[src/rtl/fw_rv_rr_arbiter_pkg.sv]
// -----------------------------------------------------------------------------
// fw_rv_rr_arbiter_pkg
// Shared definitions for the round-robin ready/valid arbiter family.
//   arb_state_e : arbitration lock state (ARB_UNLOCKED / ARB_LOCKED)
//   clog2()     : elaboration-time ceil(log2) used to validate index widths
// -----------------------------------------------------------------------------
package fw_rv_rr_arbiter_pkg;

   typedef enum logic {
      ARB_UNLOCKED = 1'b0,
      ARB_LOCKED   = 1'b1
   } arb_state_e;

   // ceil(log2(value)); a single requester needs zero index bits.
   function automatic int clog2(input int value);
      int result;
      int v;
      result = 0;
      v      = value - 1;
      while (v > 0) begin
         result = result + 1;
         v      = v >> 1;
      end
      return result;
   endfunction

endpackage

[src/rtl/fw_rv_rr_sel.sv]
// -----------------------------------------------------------------------------
// fw_rv_rr_sel
// Purely combinational rotating-priority picker. Starting at index ptr and
// walking upwards (wrapping N_REQ-1 -> 0), returns the first asserted request.
// Ports:
//   req [N_REQ]  request vector
//   ptr [PTR_W]  highest-priority index this cycle, must be < N_REQ
//   gnt [PTR_W]  granted index (meaningful only when any=1)
//   any          at least one request asserted
// -----------------------------------------------------------------------------
module fw_rv_rr_sel #(
   parameter int N_REQ = 4,
   parameter int PTR_W = 2
) (
   input  logic [N_REQ-1:0] req,
   input  logic [PTR_W-1:0] ptr,
   output logic [PTR_W-1:0] gnt,
   output logic             any
);

   // Rotate so that index ptr lands on bit 0; a plain priority encoder on the
   // rotated vector then yields the distance from ptr to the winner.
   logic [2*N_REQ-1:0] req_dbl;
   logic [2*N_REQ-1:0] req_shift;
   logic [N_REQ-1:0]   req_rot;
   logic [PTR_W-1:0]   offset;
   logic [PTR_W:0]     sum;

   assign req_dbl   = {req, req};
   assign req_shift = req_dbl >> ptr;
   assign req_rot   = req_shift[N_REQ-1:0];
   assign any       = |req;

   always_comb begin
      offset = '0;
      for (int i = N_REQ - 1; i >= 0; i--) begin
         if (req_rot[i]) begin
            offset = PTR_W'(i);
         end
      end
      // ptr + offset < 2*N_REQ, so one conditional subtract gives mod N_REQ
      // even for non-power-of-two N_REQ.
      sum = {1'b0, ptr} + {1'b0, offset};
      if (sum >= (PTR_W+1)'(N_REQ)) begin
         sum = sum - (PTR_W+1)'(N_REQ);
      end
      gnt = sum[PTR_W-1:0];
   end

endmodule

[src/rtl/fw_rv_rr_arbiter.sv]
// -----------------------------------------------------------------------------
// fw_rv_rr_arbiter
// N-input, 1-output ready/valid arbiter with round-robin fairness and a single
// registered output slot (full throughput when o_ready stays high).
// Optional build macro FW_RV_RR_ARBITER_LOCK_EN adds i_lock, letting a
// requester hold the grant across several beats.
// Ports:
//   clock                 rising-edge clock
//   reset                 synchronous, active-low
//   i_dat  [N_REQ*WIDTH]  packed payloads, requester k at [k*WIDTH +: WIDTH]
//   i_valid[N_REQ]        per-requester valid
//   i_lock [N_REQ]        (LOCK_EN only) keep the grant after this beat
//   i_ready[N_REQ]        per-requester ready, at most one bit high
//   o_dat  [WIDTH]        registered payload
//   o_id   [ID_W]         index of the requester that sourced o_dat
//   o_valid               output valid (registered)
//   o_ready               downstream ready
// -----------------------------------------------------------------------------
module fw_rv_rr_arbiter
   import fw_rv_rr_arbiter_pkg::*;
#(
   parameter int WIDTH = 8,
   parameter int N_REQ = 4,
   parameter int ID_W  = 2
) (
   input  logic                   clock,
   input  logic                   reset,
   input  logic [N_REQ*WIDTH-1:0] i_dat,
   input  logic [N_REQ-1:0]       i_valid,
`ifdef FW_RV_RR_ARBITER_LOCK_EN
   input  logic [N_REQ-1:0]       i_lock,
`endif
   output logic [N_REQ-1:0]       i_ready,
   output logic [WIDTH-1:0]       o_dat,
   output logic [ID_W-1:0]        o_id,
   output logic                   o_valid,
   input  logic                   o_ready
);

   localparam int MIN_ID_W = clog2(N_REQ);

   generate
      if (ID_W < MIN_ID_W) begin : g_id_w_check
         $error("fw_rv_rr_arbiter: ID_W too narrow for N_REQ");
      end
   endgenerate

   arb_state_e       state_reg, state_next;
   logic [ID_W-1:0]  owner_reg, owner_next;
   logic [ID_W-1:0]  rr_ptr_reg, rr_ptr_next;
   logic [WIDTH-1:0] o_dat_reg;
   logic [ID_W-1:0]  o_id_reg;
   logic             o_valid_reg;

   logic [WIDTH-1:0] dat_arr [N_REQ];
   logic [N_REQ-1:0] lock_req;
   logic [N_REQ-1:0] owner_hit;
   logic [N_REQ-1:0] gnt_onehot;
   logic [ID_W-1:0]  rr_gnt;
   logic [ID_W-1:0]  gnt;
   logic [ID_W-1:0]  gnt_inc;
   logic             rr_any;
   logic             any_req;
   logic             slot_free;
   logic             xfer;
   logic             gnt_lock;
   logic [WIDTH-1:0] gnt_dat;

`ifdef FW_RV_RR_ARBITER_LOCK_EN
   assign lock_req = i_lock;
`else
   assign lock_req = '0;
`endif

   fw_rv_rr_sel #(
      .N_REQ (N_REQ),
      .PTR_W (ID_W)
   ) u_sel (
      .req (i_valid),
      .ptr (rr_ptr_reg),
      .gnt (rr_gnt),
      .any (rr_any)
   );

   // While locked, only the owner may be granted; an idle owner still
   // blocks everyone else.
   assign gnt       = (state_reg == ARB_LOCKED) ? owner_reg : rr_gnt;
   assign any_req   = (state_reg == ARB_LOCKED) ? |owner_hit : rr_any;
   assign slot_free = !o_valid_reg || o_ready;
   assign xfer      = slot_free && any_req;
   assign gnt_inc   = (gnt == ID_W'(N_REQ - 1)) ? '0 : gnt + ID_W'(1);

   genvar gi;
   generate
      for (gi = 0; gi < N_REQ; gi++) begin : g_req
         assign dat_arr[gi]    = i_dat[gi*WIDTH +: WIDTH];
         assign owner_hit[gi]  = i_valid[gi] && (owner_reg == ID_W'(gi));
         assign gnt_onehot[gi] = (gnt == ID_W'(gi));
         assign i_ready[gi]    = xfer && gnt_onehot[gi];
      end
   endgenerate

   always_comb begin
      gnt_dat  = '0;
      gnt_lock = 1'b0;
      for (int i = 0; i < N_REQ; i++) begin
         if (gnt_onehot[i]) begin
            gnt_dat  = dat_arr[i];
            gnt_lock = lock_req[i];
         end
      end
   end

   // Lock FSM and round-robin pointer. The pointer moves only on accepted
   // transfers made while unlocked, plus once when a lock is released.
   always_comb begin
      state_next  = state_reg;
      owner_next  = owner_reg;
      rr_ptr_next = rr_ptr_reg;
      if (xfer) begin
         case (state_reg)
            ARB_UNLOCKED: begin
               rr_ptr_next = gnt_inc;
               if (gnt_lock) begin
                  state_next = ARB_LOCKED;
                  owner_next = gnt;
               end
            end
            ARB_LOCKED: begin
               if (!gnt_lock) begin
                  state_next  = ARB_UNLOCKED;
                  rr_ptr_next = gnt_inc;
               end
            end
            default: begin
               state_next = ARB_UNLOCKED;
            end
         endcase
      end
   end

   always_ff @(posedge clock) begin
      if (!reset) begin
         state_reg   <= ARB_UNLOCKED;
         owner_reg   <= '0;
         rr_ptr_reg  <= '0;
         o_valid_reg <= 1'b0;
         o_dat_reg   <= '0;
         o_id_reg    <= '0;
      end else begin
         state_reg  <= state_next;
         owner_reg  <= owner_next;
         rr_ptr_reg <= rr_ptr_next;
         // Fill wins over drain, so a drain+fill cycle keeps o_valid high.
         if (xfer) begin
            o_valid_reg <= 1'b1;
            o_dat_reg   <= gnt_dat;
            o_id_reg    <= gnt;
         end else if (o_ready) begin
            o_valid_reg <= 1'b0;
         end
      end
   end

   assign o_dat   = o_dat_reg;
   assign o_id    = o_id_reg;
   assign o_valid = o_valid_reg;

endmodule
[config.mk]
export PLATFORM = sky130hd
export DESIGN_NAME = fw_rv_rr_arbiter
export DESIGN_NICKNAME = d
export VERILOG_FILES = /design/src/rtl/fw_rv_rr_arbiter_pkg.sv /design/src/rtl/fw_rv_rr_sel.sv /design/src/rtl/fw_rv_rr_arbiter.sv
export SDC_FILE = /design/constraint.sdc
export NUM_CORES = 1
export LEC_CHECK = 0
export BUFFER_PORTS_ARGS = -buffer_cell sky130_fd_sc_hd__buf_2
export CORE_UTILIZATION = 43
export DETAILED_ROUTE_END_ITERATION = 12
export PLACE_DENSITY = 0.78
export SLEW_MARGIN = 10
export SYNTH_ARGS = -nofsm -noshare
export SYNTH_HDL_FRONTEND = slang
export SYNTH_SLANG_ARGS = --single-unit
[constraint.sdc]
create_clock -name clock -period 4.3 [get_ports clock]
set_clock_uncertainty 0.1 [all_clocks]
set_input_delay 0.645 -clock clock [delete_from_list [all_inputs] [get_ports clock]]
set_output_delay 0.645 -clock clock [all_outputs]
set_load 0.02 [all_outputs]
==> results.ini, run 1 <==
[detailed_routing]
drt_iter0_drc = 19
vias = 1030
avgViaCountPerCell = 5.150
wire_per_inst_um = 11.67
antenna_left = 0
post-route-drc-count = 0
first_pass_iters = 4
routed_wl_um = 2334

[worst_setup_path]
timing.rr.start = rr_ptr_reg[0]
r2r_end = o_dat[2]
startpoint_type = primary input
arrival_ns = 2.87
cp.required_ns = 3.56
critPathKind = in -> out
ff2ff_path_depth = 11
endpoint_kind = output pin
rrSetupSlack_ns = 1.14
worstPathMaxFanout = 18

[grt]
grt_max_degree = 24
met3_usage = 0.02181
use_met1 = 0.2452
top_usage_layer = met2
antenna_found_initial = 0
grt_use_total = 0.2064
grt_pass1_vias = 942
overflow = 0
grt_pass1_wl_um = 3919
met2_usage = 0.3721

[final_layout]
layout_common_cells = 53 x buf_2, 20 x a21oi_1, 13 x dfxtp_1, 12 x nor2b_1, 9 x nor3_1
multi_input_area_um2 = 623.1
antenna_cells = 0
drive_gt1_frac = 0.3468
largest_reg_flops = 8
fill_cells = 203
area_delta_synth_final_pct = 28.40
final_common_cell = buf_2
ff_latch_area_um2 = 260.3
layout.nets = 218

[logic_synthesis]
ys_ff_latch = 13
yosysWarningCount = 0
syn_inst = 125
synth_top_cell_area_share = 0.2723
ys_types = 32
synth_top_area_cell = dfxtp_1
syn-cell-area_um2 = 955.9
syn_nets = 169
avgSynthCellArea_um2 = 7.647
synth_area_leaders = dfxtp_1 27%, a21oi_1 10%, nor2b_1 7.9%
yosysSeqAreaShare = 0.2723

[cts]
cts_setup_buffers = 0
clk_pin_slew_ns = 0.07
cts_max_path_buffers = 2
cts_buffers = 3
cts_tree = done
cts_hold_buf = 0
clockRootBuffer = clkbuf_4
htreeDepth = 1
cts_resized = 0
clock-sinks = 13
worstSkewPairLatency_ns = 0.27

[power]
power_density_nw_per_um2 = 810.2
p_leak_uw = 0.0005846
peakVddDrop_v = 0.0004956

[outcome]
status = finished, final reports clean

[sta]
rsz0062_at_grt = no
fin_crit_ns = 3.617
slew_headroom = 0.6239
timing.final.crit_share = 0.8412
maxSlewViolCount = 0
setup-violations-final = 0
fin_setup_tns_ns = 0
fmax_ghz = 0.2765
tightest_slew_ns = 0.5642
hold_slack_ns = 0.3622
hold_viol_final = 0

[hold_path]
min_path_cells = 2
holdCritStartpoint = o_id[0]
hold_path_class = reg -> reg
holdPathEnd = o_id[0]

[place]
place_hpwl_um = 1853
port_buffers = 53
place.gp.congestion = 0.8818

[floorplan]
die_area_um2 = 2416
rows = 16
die_h_um = 49.15
die_w_um = 49.15
num_io_pins = 54
initial_core_util = 0.4728
core_area_um2 = 2022

[job]
cap_viol_max_count = 0

report_power, final:
part	switching [uW]	internal (uW)	total [uW]
logic	424	296	720
registers	36.0	166	202
clock network	36.0	35.9	71.9
total	496	498	994
final cells by class:
class | count | share of cell area
Tap cell | 27 | 0.02752
Timing Repair Buffer | 54 | 0.2222
Clock buffer | 4 | 0.02141
Sequential cell | 13 | 0.2120
Multi-Input combinational cell | 99 | 0.5076
Inverter | 3 | 0.009174
per-stage QoR:
| step | std cells | total power, uW | util | worst slack [ns] | area (um^2) |
|---|---|---|---|---|---|
| detailed placement | 196 | 921.4 | 0.5941 | 0.6758 | 1201 |
| floorplan | 125 | 755.0 | - | 0.7211 | 955.9 |
| global route | 200 | 1103 | 0.6071 | 0.4184 | 1227 |
| global placement | 196 | 906.7 | 0.5941 | 0.7432 | 1201 |
| finish | 200 | 994.5 | 0.6071 | 0.6828 | 1227 |
| CTS | 200 | 999.5 | 0.6071 | 0.6627 | 1227 |
worst max-delay path by stage:
| stage | from | end | slack [ns] | depth (start not counted) |
|---|---|---|---|---|
| 6_report | i_valid[0] | i_ready[3] | 0.68 | 10 |
| 5_1_grt | i_valid[0] | i_ready[3] | 0.42 | 10 |
| 2_1_floorplan | i_valid[0] | i_ready[3] | 0.72 | 11 |
| 4_1_cts | i_valid[0] | i_ready[3] | 0.66 | 10 |
| 3_3_place_gp | i_valid[0] | i_ready[3] | 0.74 | 10 |
| 3_5_place_dp | i_valid[0] | i_ready[3] | 0.68 | 10 |
cell families after synthesis:
family | synth area share
and+or+nand+nor | 0.2683
AOI/OAI and AO/OA | 0.2998
buffers and inverters | 0.07590
DFF | 0.2723
adders and majority gates | 0.06545
xor gates and xnor gates | 0.01833
layer usage:
metal | part of all wire | routed length, um | vias to the layer above
li1 | - | - | 550
met2 | 0.49 | 1140 | 26
met3 | 0.042 | 98 | 2
met4 | 0.0060 | 14 | 0
met1 | 0.46 | 1080 | 452
met5 | 0 | 0 | -
worst max-delay path: stages:
cell and delay [ns]:
buf_2 0.15, or4_1 0.50, o2111ai_1 0.10, ha_1 0.18, xnor2_1 0.07, xnor2_1 0.32, inv_1 0.12, ha_1 0.40
and2_1 0.22, buf_2 0.15
cells in the mapped netlist:
cell type and number:
a221oi_1 7, buf_6 2, o211ai_1 1, a21boi_1 2
and2_1 4, ha_1 5, buf_4 2, xnor2_1 2
clkbuf_1 4, nor3_1 9, o21ai_1 8, a21oi_1 20
o211a_1 1, nand2_1 6, o32ai_2 1, inv_1 3
nor2_2 1, or4_1 1, nor4_2 1, o32ai_1 1
nor2b_1 12, o2111ai_1 1, buf_2 1, nand3b_1 1
o21ai_0 2, dfxtp_1 13, a32oi_1 1, nand2b_1 2
buf_1 1, nor2_1 8, or2_1 1, and3_1 1
Power figures use the tool's default switching activity.
==> inputs of run 2 (changes only) <==
--- a/config.mk
+++ b/config.mk
@@ -6,9 +6,9 @@
 export NUM_CORES = 1
 export LEC_CHECK = 0
 export BUFFER_PORTS_ARGS = -buffer_cell sky130_fd_sc_hd__buf_2
-export CORE_UTILIZATION = 43
+export CORE_UTILIZATION = 39
 export DETAILED_ROUTE_END_ITERATION = 12
-export PLACE_DENSITY = 0.78
+export PLACE_DENSITY = 0.75
 export SLEW_MARGIN = 10
 export SYNTH_ARGS = -nofsm -noshare
 export SYNTH_HDL_FRONTEND = slang
==> constraint.sdc (replaced) <==
create_clock -name clock -period 3.1 [get_ports clock]
set_clock_uncertainty 0.1 [all_clocks]
set_input_delay 0.465 -clock clock [delete_from_list [all_inputs] [get_ports clock]]
set_output_delay 0.465 -clock clock [all_outputs]
set_load 0.02 [all_outputs]
==> run 2 against run 1 <==
Power up 68%. Critical path depth down 1. Die area up 9.8%. Global-route usage up 1.5 points. Worst hold slack about the same. Count of clock-buffer cells in the layout unchanged. Routed wire length up 25%. Flip-flop and latch count unchanged. Largest cell class unchanged.
==> results.ini, run 2 (synthesis gave the netlist of run 1 again) <==
[outcome]
status = finished, final reports clean

[grt]
grt_pass1_vias = 1030
met3_usage = 0.04678
grt_use_total = 0.2215
overflow = 0
met2_usage = 0.3939
grt_pass1_wl_um = 4367
use_met1 = 0.2388
top_usage_layer = met2
grt_max_degree = 18
antenna_found_initial = 0

[final_layout]
largest_reg_flops = 8
fill_cells = 224
post-route-util = 0.6115
drive_gt1_frac = 0.4385
layout.nets = 232
antenna_cells = 0
final_common_cell = buf_2
ff_latch_area_um2 = 264.0
area_delta_synth_final_pct = 44.24
layout_common_cells = 52 x buf_2, 20 x a21oi_1, 15 x buf_4, 12 x nor2b_1, 12 x dfxtp_1
multi_input_area_um2 = 658.1

[worst_setup_path]
rrSetupSlack_ns = 0.23
critPathKind = reg -> out
max_stage_delay_ns = 0.52
endpoint_kind = output pin
critPathTopFamily = simple AND/OR/NAND/NOR gates
startpoint_type = register
cp.required_ns = 2.53
worstPathMaxFanout = 7
critPathBufInv = 2
cpMaxStageDelayCell = or4_1
path_cells = or4_1 > o2111ai_1 > ha_2 > xnor2_2 > xnor2_2 > buf_4 > ha_2 > and2_1 > buf_4
arrival_ns = 2.43

[cts]
cts_tree = done
clockRootBuffer = clkbuf_4
cts_max_path_buffers = 2
worstSkewPairLatency_ns = 0.27
clk_pin_slew_ns = 0.07
htreeDepth = 1
cts_buffers = 3
cts_hold_buf = 0
clock-sinks = 13

[detailed_routing]
wire_per_inst_um = 13.59
avgViaCountPerCell = 5.335
drt_iter0_drc = 15
first_pass_iters = 4
vias = 1147
routed_wl_um = 2922
post-route-drc-count = 0
antenna_left = 0

[floorplan]
rows = 17
die_area_um2 = 2653
num_io_pins = 54
initial_core_util = 0.4240
die_w_um = 51.51
die_h_um = 51.51
core_area_um2 = 2255

[sta]
timing.final.crit_share = 0.9646
hold_viol_final = 0
worst_slack_ns = 0.1096
fin_crit_ns = 2.990
tightest_slew_ns = 0.4331
maxSlewViolCount = 0
setup-violations-final = 0
slew_headroom = 0.7102
fmax_ghz = 0.3344

[place]
place.gp.congestion = 0.8302
place_ws_ns = -0.05016
port_buffers = 53
place_hpwl_um = 2047

[power]
power_density_nw_per_um2 = 1211
peakVddDrop_v = 0.0008467
p_leak_uw = 0.0006587

[hold_path]
hold_path_class = reg -> reg

[job]
cap_viol_max_count = 0

[run 2: report_power, final]
part	internal [uW]	switching [uW]
Combinational	612	667
Clock	49.9	59.2
Sequential	235	46.1
Total	897	773
[run 2: worst paths after layout]
check                start         end  cells after the start
max          rr_ptr_reg[0]  i_ready[0]                      9
min reg2reg        o_id[0]     o_id[0]                      2
min                o_id[0]     o_id[0]                      2
max reg2reg  rr_ptr_reg[0]    o_dat[1]                     13
[run 2: routing by layer]
| metal | part of all wire | vias to the layer above |
|---|---|---|
| li1 | - | 579 |
| met1 | 0.40 | 526 |
| met2 | 0.53 | 34 |
| met3 | 0.048 | 8 |
| met4 | 0.023 | 0 |
| met5 | 0 | - |
[run 2: layout make-up]
type	instances	area share
inverters	3	0.008167
flip-flops and latches	13	0.1915
repair buffers	68	0.2786
well taps	28	0.02541
clock buffers	4	0.01906
multi-input cells	99	0.4773
[run 2: through the flow]
stage	area [um^2]	TNS (ns)	instances	hold WS (ns)	total power [uW]
2_1_floorplan	958.4	0	125	0.3938	1052
3_3_place_gp	1255	0	204	0.3424	1318
3_5_place_dp	1255	-0.1373	204	0.3515	1338
4_1_cts	1292	0	208	0.3619	1472
5_1_grt	1379	-0.01305	215	0.3732	1803
6_report	1379	0	215	0.3621	1670
[run 2: repair_timing]
item	4_1_cts	5_1_grt
pin swaps	0	3
setup buffers	0	7
setup endpoints to repair	3	3
resized for setup	3	10
[run 2: tightest hold or removal path: cells and delay by family, from the launching register on]
kind	cells	cell delay, ns
compound gates	1	0.05
flops	1	0.31
simple gates	1	0.05
==> inputs of run 3 (changes only) <==
--- a/config.mk
+++ b/config.mk
@@ -6,9 +6,10 @@
 export NUM_CORES = 1
 export LEC_CHECK = 0
 export BUFFER_PORTS_ARGS = -buffer_cell sky130_fd_sc_hd__buf_2
-export CORE_UTILIZATION = 39
+export CAP_MARGIN = 10
+export CORE_UTILIZATION = 38
 export DETAILED_ROUTE_END_ITERATION = 12
-export PLACE_DENSITY = 0.75
+export PLACE_DENSITY = 0.73
 export SLEW_MARGIN = 10
 export SYNTH_ARGS = -nofsm -noshare
 export SYNTH_HDL_FRONTEND = slang
==> run 3 against run 2 <==
Cell count shrank 3.7%. Largest cell class unchanged. Core utilization fell by 4.6 points. Via count decreased by 5.9%. Power shrank 11%. Flip-flop and latch count unchanged. Count of clock-buffer cells in the layout shrank 1. Register-to-register slack got worse by 0.03 ns.
==> results.ini, run 3 (synthesis gave the netlist of run 1 again) <==
[grt]
use_met1 = 0.2596
overflow = 0
grt_max_degree = 18
top_usage_layer = met2
grt_pass1_wl_um = 4202
grt_pass1_vias = 977
met2_usage = 0.3632
met3_usage = 0.02047
antenna_found_initial = 0
grt_use_total = 0.2042

[final_layout]
drive_gt1_frac = 0.3966
layout.nets = 224
final_common_cell = buf_2
layout_common_cells = 53 x buf_2, 20 x a21oi_1, 12 x nor2b_1, 12 x dfxtp_1, 9 x nor3_1
antenna_cells = 0
fin_area_um2 = 1299
area_delta_synth_final_pct = 35.86
largest_reg_flops = 8

[floorplan]
core_area_um2 = 2297
num_io_pins = 54
initial_core_util = 0.4161
die_area_um2 = 2720
die_w_um = 52.16
rows = 17
die_h_um = 52.16

[detailed_routing]
antenna_left = 0
avgViaCountPerCell = 5.213
post-route-drc-count = 0
wire_per_inst_um = 12.29
drt_iter0_drc = 16
routed_wl_um = 2545
vias = 1079
first_pass_iters = 4

[cts]
clockRootBuffer = clkbuf_4
clock-sinks = 13
cts_max_path_buffers = 2
cts_setup_buffers = 0
cts_tree = done
worstSkewPairLatency_ns = 0.27
cts_buffers = 3
clk_pin_slew_ns = 0.08
htreeDepth = 1

[place]
place_hpwl_um = 2051
placed_cell_area_um2 = 1247
port_buffers = 53
place.gp.congestion = 0.7123

[power]
p_sw_frac = 0.4884
power.switching_uw = 728.6
seqPwrFrac = 0.192
combPwrFrac = 0.740
finalPower_uw = 1492
p_leak_uw = 0.0006217
power_density_nw_per_um2 = 1149
clockPowerShare = 0.068
peakVddDrop_v = 0.0005850
p_int_uw = 763.1

[job]
cap_viol_max_count = 0

[sta]
slew_headroom = 0.3801
fin_crit_ns = 2.995
fmax_ghz = 0.3339
tightest_slew_ns = 0.9265
timing.final.crit_share = 0.9662
hold_viol_final = 0
maxSlewViolCount = 0
setup-violations-final = 0

[worst_setup_path]
startpoint_type = register
endpoint_kind = output pin
arrival_ns = 2.43
worstPathMaxFanout = 17
cp.required_ns = 2.53
critPathKind = reg -> out

[hold_path]
hold_path_class = reg -> reg

[outcome]
status = finished, final reports clean

-- run 3: cell count changes in the layout (fill, tap and decap cells not counted), sizes merged --
cell | previous run | this run
buf | 68 | 60
clkbuf | 4 | 3
clkinv | 0 | 1
-- run 3: metrics by stage --
step	hold WS [ns]	worst slack [ns]	utilization	setup TNS, ns	instances
3_3_place_gp	0.3452	0.04985	0.5430	0	203
4_1_cts	0.3664	0.05530	0.5643	0	207
5_1_grt	0.3902	-0.0009135	0.5654	-0.0009135	207
2_1_floorplan	0.3938	0.02944	-	0	125
3_5_place_dp	0.3541	-0.06248	0.5430	-0.1166	203
6_report	0.3611	0.1049	0.5654	0	207
-- run 3: final timing paths --
kind         cells after the start  slack, ns          to          start
max                              9       0.10  i_ready[2]  rr_ptr_reg[0]
min                              2       0.36     o_id[0]        o_id[0]
max reg2reg                     12       0.20    o_dat[3]  rr_ptr_reg[0]
min reg2reg                      2       0.36     o_id[0]        o_id[0]
-- run 3: per-layer routing --
| metal | up-vias | part of all wire | routed length [um] |
|---|---|---|---|
| met1 | 484 | 0.45 | 1138 |
| li1 | 559 | - | - |
| met3 | 2 | 0.050 | 127 |
| met5 | - | 0 | 0 |
| met2 | 34 | 0.50 | 1268 |
| met4 | 0 | 0.0039 | 10 |
-- run 3: layout make-up --
class                   count  area [um^2]
repair buffers             60        317.8
multi-input cells          99        643.1
inverters                   3        11.26
clock buffers               3        22.52
well taps                  28        35.03
fillers                   231        998.5
flip-flops and latches     13        264.0
clock inverters             1        5.005
-- run 3: what timing repair did --
action | 4_1_cts | 5_1_grt
hold buffers | 0 | 0
gates resized for setup | 4 | 2
endpoints found under the setup margin | 2 | 2
endpoints found under the hold margin | 0 | 0
-- run 3: critical path, cell delays in order (launching register included) --
cell	delay, ns
dfxtp_4	0.39
or4_1	0.54
o2111ai_1	0.11
ha_1	0.19
xnor2_1	0.16
xnor2_2	0.18
inv_2	0.09
ha_4	0.21
and2_1	0.14
buf_2	0.15
-- run 3: power groups by stage --
stage                     clock, uW  combinational [uW]  sequential (uW)
after floorplan                   0                 724              328
after global placement            0                1030              281
after detailed placement          0                1060              286
after CTS                       105                1100              284
after global routing            114                1230              294
final                           101                1100              287
